==> src/rtl/pwm_frame_sched_pkg.sv <==
// Shared types and the round-robin pick helper for the PWM frame scheduler.
// The helper is sized for the largest supported channel count (8).
package pwm_frame_sched_pkg;

    localparam int unsigned MAX_CH   = 8;
    localparam int unsigned MAX_CH_W = 3;

    typedef enum logic {
        ST_IDLE = 1'b0,
        ST_RUN  = 1'b1
    } state_e;

    typedef struct packed {
        logic                found;
        logic [MAX_CH_W-1:0] idx;
    } rr_pick_t;

    // First valid index at or after ptr, walking upward and wrapping at nch.
    function automatic rr_pick_t rr_pick(
        input logic [MAX_CH-1:0]   valid,
        input logic [MAX_CH_W-1:0] ptr,
        input logic [MAX_CH_W:0]   nch
    );
        rr_pick_t             res;
        logic [MAX_CH_W:0]    cand;
        res = '0;
        for (int unsigned i = 0; i < MAX_CH; i++) begin
            cand = {1'b0, ptr} + (MAX_CH_W + 1)'(i);
            if (cand >= nch) begin
                cand = cand - nch;
            end
            if (((MAX_CH_W + 1)'(i) < nch) && !res.found && valid[cand[MAX_CH_W-1:0]]) begin
                res.found = 1'b1;
                res.idx   = cand[MAX_CH_W-1:0];
            end
        end
        return res;
    endfunction

endpackage

==> src/rtl/pwm_frame_sched_rr_arbiter.sv <==
// Combinational round-robin pick over a valid vector starting at a pointer.
// Reusable for any shared DDS resource with up to 8 requesters.
module rr_arbiter
    import pwm_frame_sched_pkg::*;
#(
    parameter int unsigned NCH  = 4,
    parameter int unsigned CH_W = $clog2(NCH)
) (
    input  logic [NCH-1:0]  valid,
    input  logic [CH_W-1:0] ptr,
    output logic            found_c,
    output logic [CH_W-1:0] grant_c
);

    rr_pick_t pick;

    always_comb begin
        pick    = rr_pick(MAX_CH'(valid), MAX_CH_W'(ptr), (MAX_CH_W + 1)'(NCH));
        found_c = pick.found;
        grant_c = CH_W'(pick.idx);
    end

endmodule

==> src/rtl/pwm_frame_sched.sv <==
// Frame-synchronous scheduler: one round-robin grant per PWM frame, duty
// register updated only on frame boundaries, underrun pulse and counter.
module pwm_frame_sched
    import pwm_frame_sched_pkg::*;
#(
    parameter int unsigned M        = 12,
    parameter int unsigned NCH      = 4,
    parameter int unsigned PWM_BITS = 4,
    parameter int unsigned CH_W     = $clog2(NCH)
) (
    input  logic                clk,
    input  logic                rst_n,
    input  logic                en,
    input  logic [NCH-1:0]      req_valid,
    input  logic [NCH*M-1:0]    req_sample,
    output logic [NCH-1:0]      req_ready,
    output logic [M-1:0]        duty,
    output logic                frame_start,
    output logic [PWM_BITS-1:0] frame_cnt,
    output logic [CH_W-1:0]     active_ch,
    output logic                underrun,
    output logic [7:0]          urun_cnt,
    input  logic                urun_clr
);

    localparam logic [CH_W-1:0] LAST_CH  = CH_W'(NCH - 1);
    localparam logic [7:0]      URUN_MAX = 8'hFF;

    state_e                state_q, state_d;
    logic [PWM_BITS-1:0]   frame_cnt_q, frame_cnt_d;
    logic [M-1:0]          duty_q, duty_d;
    logic [CH_W-1:0]       active_ch_q, active_ch_d;
    logic [CH_W-1:0]       rr_ptr_q, rr_ptr_d;
    logic                  frame_start_q, frame_start_d;
    logic                  underrun_q, underrun_d;
    logic [7:0]            urun_cnt_q, urun_cnt_d;

    logic                  last_c;
    logic                  found_c;
    logic [CH_W-1:0]       grant_c;

    rr_arbiter #(
        .NCH  (NCH),
        .CH_W (CH_W)
    ) u_arb (
        .valid   (req_valid),
        .ptr     (rr_ptr_q),
        .found_c (found_c),
        .grant_c (grant_c)
    );

    // Grant window is only the final cycle of a running frame.
    always_comb begin
        last_c    = (state_q == ST_RUN) && en && (frame_cnt_q == '1);
        req_ready = '0;
        if (last_c && found_c) begin
            req_ready[grant_c] = 1'b1;
        end
    end

    always_comb begin
        state_d       = state_q;
        frame_cnt_d   = frame_cnt_q;
        duty_d        = duty_q;
        active_ch_d   = active_ch_q;
        rr_ptr_d      = rr_ptr_q;
        urun_cnt_d    = urun_cnt_q;

        case (state_q)
            ST_IDLE: begin
                frame_cnt_d = '0;
                if (en) begin
                    state_d = ST_RUN;
                end
            end
            ST_RUN: begin
                if (!en) begin
                    state_d     = ST_IDLE;
                    frame_cnt_d = '0;
                end else begin
                    frame_cnt_d = frame_cnt_q + PWM_BITS'(1);
                end
            end
            default: begin
                state_d     = ST_IDLE;
                frame_cnt_d = '0;
            end
        endcase

        if (last_c && found_c) begin
            duty_d      = req_sample[32'(grant_c) * M +: M];
            active_ch_d = grant_c;
            rr_ptr_d    = (grant_c == LAST_CH) ? '0 : grant_c + CH_W'(1);
        end

        underrun_d = last_c && !found_c;

        // Clear wins over a coincident underrun increment.
        if (urun_clr) begin
            urun_cnt_d = '0;
        end else if (underrun_d && (urun_cnt_q != URUN_MAX)) begin
            urun_cnt_d = urun_cnt_q + 8'd1;
        end

        frame_start_d = (state_d == ST_RUN) && (frame_cnt_d == '0);
    end

    always_ff @(posedge clk or negedge rst_n) begin
        if (!rst_n) begin
            state_q       <= ST_IDLE;
            frame_cnt_q   <= '0;
            duty_q        <= '0;
            active_ch_q   <= '0;
            rr_ptr_q      <= '0;
            frame_start_q <= 1'b0;
            underrun_q    <= 1'b0;
            urun_cnt_q    <= '0;
        end else begin
            state_q       <= state_d;
            frame_cnt_q   <= frame_cnt_d;
            duty_q        <= duty_d;
            active_ch_q   <= active_ch_d;
            rr_ptr_q      <= rr_ptr_d;
            frame_start_q <= frame_start_d;
            underrun_q    <= underrun_d;
            urun_cnt_q    <= urun_cnt_d;
        end
    end

    assign duty        = duty_q;
    assign frame_start = frame_start_q;
    assign frame_cnt   = frame_cnt_q;
    assign active_ch   = active_ch_q;
    assign underrun    = underrun_q;
    assign urun_cnt    = urun_cnt_q;

endmodule

==> config.mk <==
export PLATFORM = sky130hd
export DESIGN_NAME = pwm_frame_sched
export DESIGN_NICKNAME = d
export VERILOG_FILES = /design/src/rtl/pwm_frame_sched_pkg.sv /design/src/rtl/pwm_frame_sched_rr_arbiter.sv /design/src/rtl/pwm_frame_sched.sv
export SDC_FILE = /design/constraint.sdc
export NUM_CORES = 1
export LEC_CHECK = 0
export ABC_AREA = 1
export CAP_MARGIN = 15
export CORE_ASPECT_RATIO = 0.5
export CORE_MARGIN = 2
export CORE_UTILIZATION = 30
export CTS_BUF_LIST = sky130_fd_sc_hd__clkbuf_4 sky130_fd_sc_hd__clkbuf_8
export DETAILED_ROUTE_END_ITERATION = 12
export GPL_TIMING_DRIVEN = 0
export SLEW_MARGIN = 0
export SYNTH_ARGS = -nofsm -noshare
export SYNTH_HDL_FRONTEND = slang
export SYNTH_SLANG_ARGS = --single-unit
==> constraint.sdc <==
create_clock -name clk -period 1.85 [get_ports clk]
set_input_delay 0.37 -clock clk [delete_from_list [all_inputs] [get_ports clk]]
set_output_delay 0.37 -clock clk [all_outputs]
set_load 0.05 [all_outputs]
== Yosys cells after proc, flatten, opt, wreduce, memory -nomap -nowiden ==
Index checks and enable logic that the tools add are counted.

* Register bits: 31
* Word-level logic and storage cells: 75

* Muxes and demuxes: 25
* Reduce and logical (&&, ||, !) cells: 16
* Shift operators: 1
* Bitwise logic cells: 1
* Add/sub/neg operators: 10
* Multipliers: 1
* Magnitude comparators: 10
* Eq/ne operators: 3

{| class="wikitable"
|+ Operators by type and width
! operator !! count
|-
| 48-bit by 7-bit indexed part select with 12-bit output || 1
|-
| 4-bit two-way mux || 6
|-
| 3-bit by 4-bit less-than comparator with 1-bit output (second input constant) || 4
|-
| 8-bit two-way mux || 2
|-
| 1-bit binary-select mux with 3-bit select || 4
|-
| 4-bit by 3-bit greater-or-equal comparator with 1-bit output (second input constant) || 3
|-
| 3-bit two-way mux || 4
|-
| 1-bit logical AND || 10
|-
| 3-bit subtractor (second input constant) || 3
|-
| 8-bit by 1-bit adder with 8-bit output (second input constant) || 1
|-
| 8-bit inequality test (second input constant) || 1
|-
| 4-bit case mux with 2 select lines || 1
|-
| 2-bit by 2-bit adder with 3-bit output (second input constant) || 2
|-
| 1-bit two-way mux || 6
|-
| 4-bit by 1-bit adder with 4-bit output (second input constant) || 1
|-
| 4-bit equality test (second input constant) || 1
|-
| 1-bit zero test || 4
|-
| 4-bit zero test || 1
|-
| 2-bit by 2-bit multiplier with 4-bit output (second input constant) || 1
|-
| 2-bit by 1-bit adder with 3-bit output (second input constant) || 1
|-
| 2-bit by 3-bit greater-or-equal comparator with 1-bit output (second input constant) || 1
|-
| 2-bit by 3-bit less-than comparator with 1-bit output (second input constant) || 1
|-
| 2-bit by 3-bit subtractor with 3-bit output (second input constant) || 1
|-
| 2-bit by 1-bit adder with 2-bit output (second input constant) || 1
|-
| 6 further kinds || 6
|}

== Depth between registers and ports, before layout ==
Gate-level depths: netlist (run 1).

* Depth after elaboration: 19
* Depth in mapped cells: 15
* Depth with buffers taken out: 14

== Cells and area by module ==
Synthesis (run 1) repeated with hierarchy kept, for this count alone.

* Cell total of the unflattened synthesis: 311
* Area, all modules: 2122.0 um^2

{| class="wikitable"
|+ Modules (own cells, without submodules)
! module !! cells an instance !! area an instance (um^2) !! times used
|-
| pwm_frame_sched || 252 || 1845.5 || 1
|-
| rr_arbiter || 59 || 276.5 || 1
|}

== Worst setup path before layout (run 1) ==
Ideal clock, no wire load.

* Path kind: register to output
* Start point: register rr_ptr_q[0]
* End point: output req_ready[1]
* Slack: -0.967 ns
* Data required time: 1.480 ns
* Cell stages (with the launch flop): 12
* Arrival time: 2.447 ns
* Cells stage by stage: dfrtp_1 buf_6 nand2_1 nand2_1 nand2_1 nand2_1 nor2_2 nand3_1 nand2_2 nand2_4 buf_6 nor3_1

* Word-level cells in the longest chain between the ends: 19
* Elaborated cells between the ends (all ways): 40
* Classes of those cells: 7 x add/sub; 6 x order compare; 19 x mux; 8 x reduce/logical

{| class="wikitable"
|+ Ends and longest elaborated chain
! item !! RTL line !! source
|-
| start, declared || pwm_frame_sched.sv:33 || <nowiki>logic [CH_W-1:0] rr_ptr_q, rr_ptr_d;</nowiki>
|-
| start signal, assigned || pwm_frame_sched.sv:123 || <nowiki>rr_ptr_q <= rr_ptr_d;</nowiki>
|-
| parallel branches: the longest is 13 deep, another holds 4-bit by 3-bit greater-or-equal comparator with 1-bit output || -- ||
|-
| 4-bit two-way mux * || pwm_frame_sched_pkg.sv:32 || <nowiki>if (((MAX_CH_W + 1)'(i) < nch) && !res.found && valid[cand[MAX_CH_W-1:0]]) begin</nowiki>
|-
| 2-bit by 3-bit less-than comparator with 1-bit output (implied by the code) or 2-bit by 1-bit greater-or-equal comparator with 1-bit output (tied branches) || pwm_frame_sched.sv:57 || <nowiki>req_ready[grant_c] = 1'b1;</nowiki>
|-
| 1-bit logical AND (implied by the code) || pwm_frame_sched.sv:57 ||
|-
| 1-bit two-way mux (implied by the code) || pwm_frame_sched.sv:57 ||
|-
| 1-bit demux with 2-bit select || pwm_frame_sched.sv:57 ||
|-
| 4-bit two-way mux * || pwm_frame_sched.sv:56 || <nowiki>if (last_c && found_c) begin</nowiki>
|-
| end, declared || pwm_frame_sched.sv:16 || <nowiki>output logic [NCH-1:0] req_ready,</nowiki>
|}

Mark *: on every way between the ends. The select of a mux whose other input is x is not followed.

== Worst setup path after layout (run 1) ==
* Start point: register rr_ptr_q[0]
* End point: output req_ready[3]

The elaborated chain is that of the path after synthesis.

==> key figures, run 1 <==
Place
  • Placed cell count: 534
  • Dpl ws: -1.506 ns
  • Port Buffers: 87
  • Dpl hpwl: 4711 um
  • GP Congestion: 0.8212

Worst setup path
  • Levels on crit path: 15
  • Reg2Reg Depth: 15
  • Critical path's largest stage delay: 0.44 ns
  • WP data arrival: 2.13 ns
  • Chain of cells forming the critical path: buf_6 > nand2_2 > nand2_2 > nand2_2 > nand2_2 > nor2_4 > nand3_2 > nand2_4 > nand2_8 > buf_8 > inv_4 > ha_4 > inv_2 > nor2_4 > buf_8
  • CP dominant cell by count: nand2_2
  • Largest fanout on the critical path: 5
  • CP top delay family: simple AND/OR/NAND/NOR gates
  • Worst Path Buf+Inv: 5
  • Slowest-stage cell, CP: dfrtp_2
  • Startpoint Class: flop
  • Worst Setup Path Type: flop to output port
  • Worst Path Required: 1.48 ns
  • Critical path capture point type: output port

STA
  • Peak Freq: 400.3 MHz
  • Skew final: 0.005185 ns
  • Period utilization: 1.350
  • Tightest Pin Transition: 0.6965 ns
  • # setup viols final: 25
  • RSZ-0062 raised after global routing: yes
  • Post-layout min period: 2.498 ns
  • Pins Over Slew Limit: 0
  • Worst relative slew slack: 0.5357
  • Setup WS post-layout: -0.6483 ns
  • Hold Vio Cnt, Final: 0

Clocking
  • Num Clock Sinks: 31
  • Number of buffers created by CTS: 5
  • Clock root buffer: clkbuf_8
  • CTS Buffer Depth: 2
  • Clock transition at path regs: 0.06 ns
  • H-tree depth: 2
  • Worst-Skew Late Latency: 0.28 ns
  • CTS tree: yes

Floorplan
  • Die Y: 65.17 um
  • # rows: 22
  • Die ar.: 8232 um2
  • Initial core utilization: 0.3077
  • I/O pins: 88
  • Core area: 7295 um2
  • Die width: 126.3 um

Power
  • Pint: 1.170 mW
  • Peak ir drop on the vdd network: 0.0001912 V
  • Clock power frac: 0.332
  • Reg power frac: 0.430
  • Switching share of power: 0.2662
  • P_leak: 2.191 nW
  • Power Total: 1.594 mW
  • Pwr dens: 423.7 nW/um2
  • Sw power: 0.4244 mW
  • Combinational Power Share: 0.238

Synthesis
  • Post-synth EDFFs: 0
  • Top-count cell post-synth: nand2_1
  • Seq/Total Area, Yosys: 0.3456
  • Syn avg cell area: 6.395 um2
  • Synthesized instance count: 351
  • Synth Warn #: 0
  • Synth Flop Type: dfrtp_1
  • Synth cell count leaders: nand2_1, inv_1, nand3_1
  • Cell area after synthesis: 2245 um2
  • Unique masters post-synth: 27
  • Yosys top cell area share: 0.3456
  • Yosys reg bits: 31
  • Mapped Nets: 410
  • Synth async-reset ratio: 1.000
  • Synth top area cells: dfrtp_1, nand2_1, nand3_1
  • Cell accounting for the most synthesized area: dfrtp_1

Finish
  • Antenna cells: 0
  • Fillcell total: 722
  • Multi-input gate area: 1331 um2
  • Area occupied by registers: 783.3 um2
  • Final nets: 524
  • Non-Filler Instances: 562
  • Area delta synth->final: 67.61%
  • Share of cells above drive strength 1: 0.2275

Detailed routing
  • DRC viols: 0
  • DR pass1 iterations: 5
  • Via density: 4.368
  • Via count: 2,455
  • Total Wirelength: 6364 um
  • Starting DRT DRC Count: 129
  • Avg WL per Cell: 11.32 um
  • Antenna-violating nets left: 0

Outcome
  • Failing checks: negative setup slack
  • Status: complete, but fails checks

Global routing
  • Initial antenna violation count: 0
  • Vias in the first global route: 2,331
  • Total GRT Usage: 0.1562
  • Largest net degree at the start of global routing: 32
  • Global-route wire length before repair: 10,530 um
  • Total global routing overflow: 0

Hold path
  • HP Class: input port to asynchronous set/reset pin

Job
  • # Max-Cap Violations: 0
logic make-up (layout without fill, tap and decap cells):
kind of cell | after synthesis | after routing | share of synthesized area
AOI/OAI and AO/OA | 16 | 16 | 0.04404
xor gates and xnor gates | 4 | 4 | 0.01561
adders and majority gates | 3 | 3 | 0.01672
buffers and inverters | 78 | 193 | 0.1522
DFF | 31 | 31 | 0.3456
and+or+nand+nor | 219 | 219 | 0.4259
metrics by stage:
stage	utilization	hold WS [ns]	area, um2	setup TNS [ns]
after detailed placement	0.4513	0.4559	3292	-16.67
after floorplan	-	0.07441	2306	-1.231
after CTS	0.4919	0.1514	3588	-8.413
after global routing	0.5158	0.1904	3762	-8.655
final	0.5158	0.1336	3762	-5.179
after global placement	0.4520	0.4649	3297	-22.87
worst reg2reg max path, delay by kind of cell (launching register included):
kind            cells  cell delay [ns]
compound gates      1             0.24
simple gates       10             0.81
buf+inv             4             0.49
flops               1             0.44
placed cells by master (no fill, tap or decap), types with 2 or more instances in the layout:
master | netlist | routed
buf_6 | 4 | 12
clkbuf_8 | 0 | 5
nand2_1 | 125 | 108
buf_4 | 4 | 16
buf_8 | 0 | 4
dfrtp_2 | 0 | 6
nand4_1 | 3 | 3
nor2_2 | 3 | 3
inv_2 | 3 | 5
dfrtp_1 | 31 | 25
nor2_4 | 0 | 7
a21oi_1 | 4 | 3
o21ai_0 | 7 | 6
clkdlybuf4s50_1 | 0 | 58
dlymetal6s2s_1 | 0 | 11
buf_2 | 3 | 2
nand3b_1 | 4 | 4
xor2_1 | 3 | 3
nor2_1 | 13 | 6
dlygate4sd2_1 | 0 | 13
nand3_1 | 61 | 55
nand3_2 | 0 | 6
inv_4 | 0 | 2
nand2_4 | 1 | 7
o21ai_2 | 1 | 3
ha_1 | 3 | 2
nand2_2 | 5 | 15
clkbuf_4 | 0 | 4
inv_1 | 64 | 58
layout make-up:
| class | count | area share |
|---|---|---|
| clock inverters | 1 | 0.001330 |
| flip-flops and latches | 31 | 0.2082 |
| inverters | 67 | 0.07083 |
| well taps | 96 | 0.03193 |
| plain buffers | 11 | 0.03292 |
| multi-input cells | 242 | 0.3538 |
| clock buffers | 7 | 0.02228 |
| repair buffers | 107 | 0.2787 |
layer usage:
layer | global-route usage | wire length, um | vias up
li1 | - | - | 1310
met1 | 0.2110 | 3015 | 1086
met4 | 0.02885 | 33 | 0
met3 | 0.04235 | 341 | 4
met2 | 0.2560 | 2974 | 55
met5 | 0 | 0 | -
final timing paths:
path                                         start                 endpoint  slack (ns)
min in group clk               duty[6]$_DFFE_PN0P_      duty[6]$_DFFE_PN0P_        0.48
setup / recovery           rr_ptr_q[0]$_DFFE_PN0P_             req_ready[3]       -0.65
setup reg to reg           rr_ptr_q[0]$_DFFE_PN0P_  urun_cnt[7]$_DFFE_PN0P_       -0.19
max in group asynchronous                    rst_n  rr_ptr_q[1]$_DFFE_PN0P_        1.22
hold / removal                               rst_n  urun_cnt[4]$_DFFE_PN0P_        0.13
hold reg to reg                duty[6]$_DFFE_PN0P_      duty[6]$_DFFE_PN0P_        0.48
power by group through the flow:
| stage | logic, mW | clock network [mW] | registers [mW] |
|---|---|---|---|
| 4_1_cts | 0.371 | 0.550 | 0.686 |
| 2_1_floorplan | 0.159 | 0 | 0.712 |
| 3_3_place_gp | 0.343 | 0 | 0.698 |
| 6_report | 0.379 | 0.530 | 0.686 |
| 5_1_grt | 0.422 | 0.586 | 0.686 |
| 3_5_place_dp | 0.347 | 0 | 0.698 |
sequential cells by signal, summed over array words and instances, names as in the netlist:
register and count:
frame_start 1, state_q 1, underrun 1, duty 12
frame_cnt 4, urun_cnt 8, active_ch 2, rr_ptr_q 2
what timing repair did:
| item | in CTS | in global routing |
|---|---|---|
| hold buffers | 0 | 0 |
| setup buffers | 14 | 9 |
| endpoints found under the setup margin | 37 | 40 |
| gates cloned | 0 | 2 |
| pin swaps | 10 | 9 |
| gates resized for setup | 73 | 46 |
No activity file was read; power rests on OpenSTA's default activity.
==> run 2, diff against run 1 <==
ABC_AREA = default   (was 1)
CORE_MARGIN = default   (was 2)
PLACE_DENSITY = 0.66   (was default)
==> key figures, run 2 <==
Outcome
  • Status: complete, but fails checks (unchanged)
  • Failing checks: negative setup slack (unchanged)

Synthesis
  • Synth Warn #: 0 (unchanged)
  • Unique masters post-synth: 38 (was 27)
  • Synth cell count leaders: dfrtp_1, mux2i_1, nand2_1 (was nand2_1, inv_1, nand3_1)
  • Yosys reg bits: 31 (unchanged)
  • Synthesized instance count: 171 (was 351)
  • Post-synth EDFFs: 0 (unchanged)
  • Synth top area cells: dfrtp_1, mux2i_1, nand2_1 (was dfrtp_1, nand2_1, nand3_1)
  • Synth Flop Type: dfrtp_1 (unchanged)
  • Mapped Nets: 230 (was 410)
  • Yosys top cell area share: 0.4467 (was 0.3456)
  • Top-count cell post-synth: dfrtp_1 (was nand2_1)
  • Cell accounting for the most synthesized area: dfrtp_1 (unchanged)
  • Synth async-reset ratio: 1.000 (unchanged)
  • Syn avg cell area: 10.16 um2 (was 6.395 um2)
  • Cell area after synthesis: 1737 um2 (was 2245 um2)
  • Seq/Total Area, Yosys: 0.4467 (was 0.3456)

Detailed routing
  • DR pass1 iterations: 6 (was 5)
  • Total Wirelength: 4875 um (was 6364 um)
  • Antenna-violating nets left: 0 (unchanged)
  • Via count: 1,693 (was 2,455)
  • Starting DRT DRC Count: 35 (was 129)
  • Avg WL per Cell: 14.05 um (was 11.32 um)
  • Via density: 4.879 (was 4.368)
  • DRC viols: 0 (unchanged)

Power
  • Peak ir drop on the vdd network: 0.0003145 V (was 0.0001912 V)
  • Power Total: 1.782 mW (was 1.594 mW)
  • P_leak: 1.516 nW (was 2.191 nW)
  • Pwr dens: 566.1 nW/um2 (was 423.7 nW/um2)

STA
  • Hold Worst Slack: 0.1309 ns (was 0.1336 ns)
  • Peak Freq: 443.2 MHz (was 400.3 MHz)
  • Pins Over Slew Limit: 0 (unchanged)
  • Period utilization: 1.220 (was 1.350)
  • Setup WS post-layout: -0.4065 ns (was -0.6483 ns)
  • Tightest Pin Transition: 0.7356 ns (was 0.6965 ns)
  • Worst relative slew slack: 0.5078 (was 0.5357)
  • RSZ-0062 raised after global routing: yes (unchanged)
  • # setup viols final: 15 (was 25)
  • Skew final: 0.007254 ns (was 0.005185 ns)
  • Post-layout min period: 2.256 ns (was 2.498 ns)
  • Hold Vio Cnt, Final: 0 (unchanged)

Clocking
  • Number of buffers created by CTS: 5 (unchanged)
  • Num Clock Sinks: 31 (unchanged)
  • CTS tree: yes (unchanged)
  • Clock transition at path regs: 0.06 ns (about the same)
  • Worst-Skew Late Latency: 0.28 ns (about the same)
  • H-tree depth: 2 (unchanged)
  • Cts hold-fix bufs: 0 (unchanged)
  • CTS Buffer Depth: 2 (unchanged)
  • Clock root buffer: clkbuf_8 (unchanged)

Finish
  • Fillcell total: 502 (was 722)
  • Most common cell after layout, fill and taps aside: clkdlybuf4s50_1 (was nand2_1)
  • Design area: 3148 um2 (was 3762 um2)
  • Final nets: 332 (was 524)
  • Area delta synth->final: 81.27% (was 67.61%)
  • Most frequent cells in the layout: clkdlybuf4s50_1, dfrtp_1, mux2i_1 (was nand2_1, inv_1, clkdlybuf4s50_1)
  • Antenna cells: 0 (unchanged)
  • Finished Core Util: 0.5683 (was 0.5158)
  • Largest register FFs: 12 (unchanged)
  • Share of cells above drive strength 1: 0.2482 (was 0.2275)

Floorplan
  • Initial core utilization: 0.3135 (was 0.3077)
  • Die ar.: 6116 um2 (was 8232 um2)
  • # rows: 19 (was 22)
  • Core area: 5539 um2 (was 7295 um2)
  • Die Y: 55.80 um (was 65.17 um)
  • I/O pins: 88 (unchanged)
  • Die width: 109.6 um (was 126.3 um)

Hold path
  • HP Class: input port to asynchronous set/reset pin (unchanged)

Global routing
  • Total GRT Usage: 0.1695 (was 0.1562)
  • Global-route wire length before repair: 8024 um (was 10,530 um)
  • Largest net degree at the start of global routing: 32 (unchanged)
  • Vias in the first global route: 1,763 (was 2,331)
  • Total global routing overflow: 0 (unchanged)
  • Initial antenna violation count: 0 (unchanged)

Place
  • Cell Area, Placed: 2766 um2 (was 3292 um2)
  • Dpl hpwl: 3633 um (was 4711 um)
  • GP Congestion: 0.8001 (was 0.8212)
  • Dpl ws: -1.492 ns (was -1.506 ns)
  • Port Buffers: 86 (was 87)

Job
  • # Max-Cap Violations: 0 (unchanged)

Worst setup path
  • Startpoint Class: flop (unchanged)
  • Critical path capture point type: output port (unchanged)
  • Worst Setup Path Type: flop to output port (unchanged)
  • Worst Path Required: 1.48 ns (about the same)
  • WP data arrival: 1.89 ns (was 2.13 ns)
  • Largest fanout on the critical path: 5 (unchanged)
## run 2: final cells by class
class	count	area (um2)	area share
clock inverter	2	60.06	0.01908
multi-input combinational	128	1092	0.3470
tap	73	91.34	0.02901
inverter	4	20.02	0.006359
timing repair buffer	98	962.2	0.3056
clock buffer	6	76.32	0.02424
sequential	31	782.0	0.2484
buffer	5	63.81	0.02027
## run 2: worst paths after layout
kind	to	depth (start not counted)	slack, ns	start
min in group clk	urun_cnt[2]$_DFFE_PN0P_	2	0.43	urun_clr
worst max register to register	duty[9]$_DFFE_PN0P_	8	-0.15	rr_ptr_q[1]$_DFFE_PN0P_
worst max-delay path	req_ready[3]	7	-0.41	rr_ptr_q[1]$_DFFE_PN0P_
worst min-delay path	duty[9]$_DFFE_PN0P_	1	0.13	rst_n
worst min register to register	active_ch[1]$_DFFE_PN0P_	2	0.48	active_ch[1]$_DFFE_PN0P_
max in group asynchronous	rr_ptr_q[1]$_DFFE_PN0P_	1	1.23	rst_n
## run 2: logic make-up (layout without fill, tap and decap cells)
| logic type | count (synthesis) | count (layout) | share of synthesized area |
|---|---|---|---|
| AND/OR/NAND/NOR | 60 | 60 | 0.1744 |
| multiplexers | 25 | 25 | 0.1441 |
| flip-flops | 31 | 31 | 0.4467 |
| AO/OA/AOI/OAI | 32 | 32 | 0.1304 |
| adder cells (fa/ha/maj) | 3 | 3 | 0.02162 |
| buffers and inverters | 12 | 115 | 0.04250 |
| XOR/XNOR | 8 | 8 | 0.04035 |
## run 2: routing by layer
metal | global-route usage | vias up | part of all wire
met5 | 0 | - | 0
met4 | 0.05524 | 0 | 0.010
met3 | 0.02810 | 8 | 0.025
met2 | 0.3010 | 23 | 0.52
met1 | 0.2092 | 838 | 0.44
li1 | - | 824 | -
## run 2: power by group
| group | switching [mW] | internal (mW) |
|---|---|---|
| combinational | 0.117 | 0.172 |
| sequential | 0.00407 | 0.683 |
| clock | 0.253 | 0.553 |
## run 2: per-stage QoR
stage | TNS [ns] | cells
after floorplan | -0.9781 | 171
after global placement | -24.99 | 330
after detailed placement | -18.18 | 330
after CTS | -1.415 | 346
after global routing | -3.650 | 347
final | -1.781 | 347
## run 2: critical path, cell delays in order (launching register included)
cell     delay (ns)
dfrtp_2        0.43
a21bo_2        0.20
a221o_1        0.39
buf_12         0.16
inv_6          0.04
ha_4           0.11
and2_4         0.13
buf_8          0.14
## run 2: repair_timing
action                     in CTS  in global routing
pin swaps                      10                  8
setup endpoints to repair      39                 26
resized for setup              71                 28
buffers inserted               10                  2
==> run 3, diff against run 2 <==
CTS_BUF_LIST = sky130_fd_sc_hd__clkbuf_16   (was sky130_fd_sc_hd__clkbuf_4 sky130_fd_sc_hd__clkbuf_8)
MAX_ROUTING_LAYER = met4   (was default)
==> key figures, run 3 (synthesized netlist as in run 2, its figures left out) <==
Global routing
  • Total global routing overflow: 0 (unchanged)
  • Largest net degree at the start of global routing: 32 (unchanged)
  • Global-route wire length before repair: 8224 um (was 8024 um)
  • Total GRT Usage: 0.1815 (was 0.1695)
  • Initial antenna violation count: 0 (unchanged)
  • Vias in the first global route: 1,753 (was 1,763)

STA
  • Setup WS post-layout: -0.4218 ns (was -0.4065 ns)
  • Period utilization: 1.228 (was 1.220)
  • Skew final: 0.003538 ns (was 0.007254 ns)
  • Setup TNS: -2.706 ns (was -1.781 ns)
  • Post-layout min period: 2.272 ns (was 2.256 ns)
  • Hold Worst Slack: 0.1424 ns (was 0.1309 ns)
  • Hold Vio Cnt, Final: 0 (unchanged)
  • Tightest Pin Transition: 0.6954 ns (was 0.7356 ns)
  • Pins Over Slew Limit: 0 (unchanged)
  • RSZ-0062 raised after global routing: yes (unchanged)
  • Worst relative slew slack: 0.5364 (was 0.5078)
  • # setup viols final: 16 (was 15)
  • Peak Freq: 440.2 MHz (was 443.2 MHz)

Detailed routing
  • Starting DRT DRC Count: 45 (was 35)
  • Antenna-violating nets left: 0 (unchanged)
  • Via density: 4.919 (was 4.879)
  • Via count: 1,756 (was 1,693)
  • Total Wirelength: 5340 um (was 4875 um)
  • DRC viols: 0 (unchanged)
  • Avg WL per Cell: 14.96 um (was 14.05 um)
  • DR pass1 iterations: 4 (was 6)

Hold path
  • HP Class: input port to asynchronous set/reset pin (unchanged)

Worst setup path
  • Worst Path Required: 1.48 ns (about the same)
  • CP startpoint: rr_ptr_q[1]$_DFFE_PN0P_ (unchanged)
  • Worst Setup Path Type: flop to output port (unchanged)
  • Startpoint Class: flop (unchanged)
  • Critical path capture point type: output port (unchanged)
  • WP data arrival: 1.90 ns (was 1.89 ns)
  • R2R Path Start: rr_ptr_q[1]$_DFFE_PN0P_ (unchanged)
  • Largest fanout on the critical path: 4 (was 5)

Floorplan
  • Die width: 109.6 um (unchanged)
  • Core area: 5539 um2 (unchanged)
  • Die ar.: 6116 um2 (unchanged)
  • I/O pins: 88 (unchanged)
  • Initial core utilization: 0.3135 (unchanged)
  • # rows: 19 (unchanged)
  • Die Y: 55.80 um (unchanged)

Clocking
  • Clock transition at path regs: 0.05 ns (was 0.06 ns)
  • Num Clock Sinks: 31 (unchanged)
  • Number of buffers created by CTS: 5 (unchanged)
  • Worst-Skew Late Latency: 0.27 ns (was 0.28 ns)
  • CTS Buffer Depth: 2 (unchanged)
  • Clock root buffer: clkbuf_16 (was clkbuf_8)
  • H-tree depth: 2 (unchanged)
  • CTS tree: yes (unchanged)

Job
  • # Max-Cap Violations: 0 (unchanged)

Finish
  • Fillcell total: 469 (was 502)
  • Most common cell after layout, fill and taps aside: clkdlybuf4s50_1 (unchanged)
  • Largest register FFs: 12 (unchanged)
  • Share of cells above drive strength 1: 0.2782 (was 0.2482)
  • Area occupied by registers: 783.3 um2 (was 782.0 um2)
  • Multi-input gate area: 1120 um2 (was 1092 um2)
  • Final nets: 342 (was 332)
  • Most frequent cells in the layout: clkdlybuf4s50_1, dfrtp_1, mux2i_1 (unchanged)
  • Design area: 3331 um2 (was 3148 um2)
  • Antenna cells: 0 (unchanged)
  • Finished Core Util: 0.6013 (was 0.5683)
  • Area delta synth->final: 91.79% (was 81.27%)

Power
  • P_leak: 1.533 nW (was 1.516 nW)
  • Pwr dens: 618.1 nW/um2 (was 566.1 nW/um2)
  • Peak ir drop on the vdd network: 0.0003888 V (was 0.0003145 V)

Outcome
  • Failing checks: negative setup slack (unchanged)
  • Status: complete, but fails checks (unchanged)

Place
  • Dpl hpwl: 3633 um (unchanged)
  • Cell Area, Placed: 2766 um2 (unchanged)
  • GP Congestion: 0.8116 (was 0.8001)
  • Port Buffers: 86 (unchanged)
run 3: critical path: stages (launching register included):
cell	delay [ns]
dfrtp_2	0.44
a21bo_2	0.20
a221o_1	0.40
buf_12	0.17
clkinv_8	0.04
ha_4	0.11
and2_4	0.14
buf_8	0.14
run 3: layer usage:
| layer | up-vias | global-route usage | wire (um) |
|---|---|---|---|
| met3 | 7 | 0.02108 | 123 |
| met2 | 24 | 0.3109 | 2807 |
| met1 | 881 | 0.2249 | 2349 |
| met4 | 0 | 0.05714 | 59 |
| li1 | 844 | - | - |
| met5 | - | - | 0 |
run 3: final cells by class:
class | count | area share
timing repair buffer | 108 | 0.3171
buffer | 5 | 0.01916
clock buffer | 5 | 0.03757
inverter | 4 | 0.008264
tap | 73 | 0.02742
multi-input combinational | 128 | 0.3362
clock inverter | 3 | 0.01916
sequential | 31 | 0.2352
run 3: timing repair:
| action | in CTS | in global routing |
|---|---|---|
| setup endpoints to repair | 39 | 26 |
| hold buffers | 0 | 0 |
| setup buffers | 11 | 11 |
| endpoints found under the hold margin | 0 | 0 |
| resized for setup | 70 | 42 |
| pin swaps | 8 | 18 |
| cloned | 0 | 0 |
run 3: final timing paths:
check                                                end  slack [ns]  depth (start not counted)
min in group clk                 urun_cnt[2]$_DFFE_PN0P_        0.45                          2
max in group asynchronous         frame_cnt[3]$_DFF_PN0_        1.21                          1
worst max-delay path                        req_ready[3]       -0.42                          7
worst min register to register  active_ch[1]$_DFFE_PN0P_        0.47                          2
worst max register to register      duty[10]$_DFFE_PN0P_       -0.19                          8
worst min-delay path                 duty[9]$_DFFE_PN0P_        0.14                          1
run 3: per-stage QoR:
stage          cells  setup slack (ns)  total power, mW
2_1_floorplan    171           -0.3728           0.8092
3_3_place_gp     330            -1.485           0.9634
3_5_place_dp     330            -1.492           0.9669
4_1_cts          347           -0.4376            2.030
5_1_grt          357           -0.4565            2.130
6_report         357           -0.4218            2.059
run 3: report_power, final:
group	total (mW)	internal (mW)	switching [mW]
logic	0.320	0.193	0.127
clock network	1.05	0.766	0.284
registers	0.689	0.684	0.00468
total	2.06	1.64	0.415
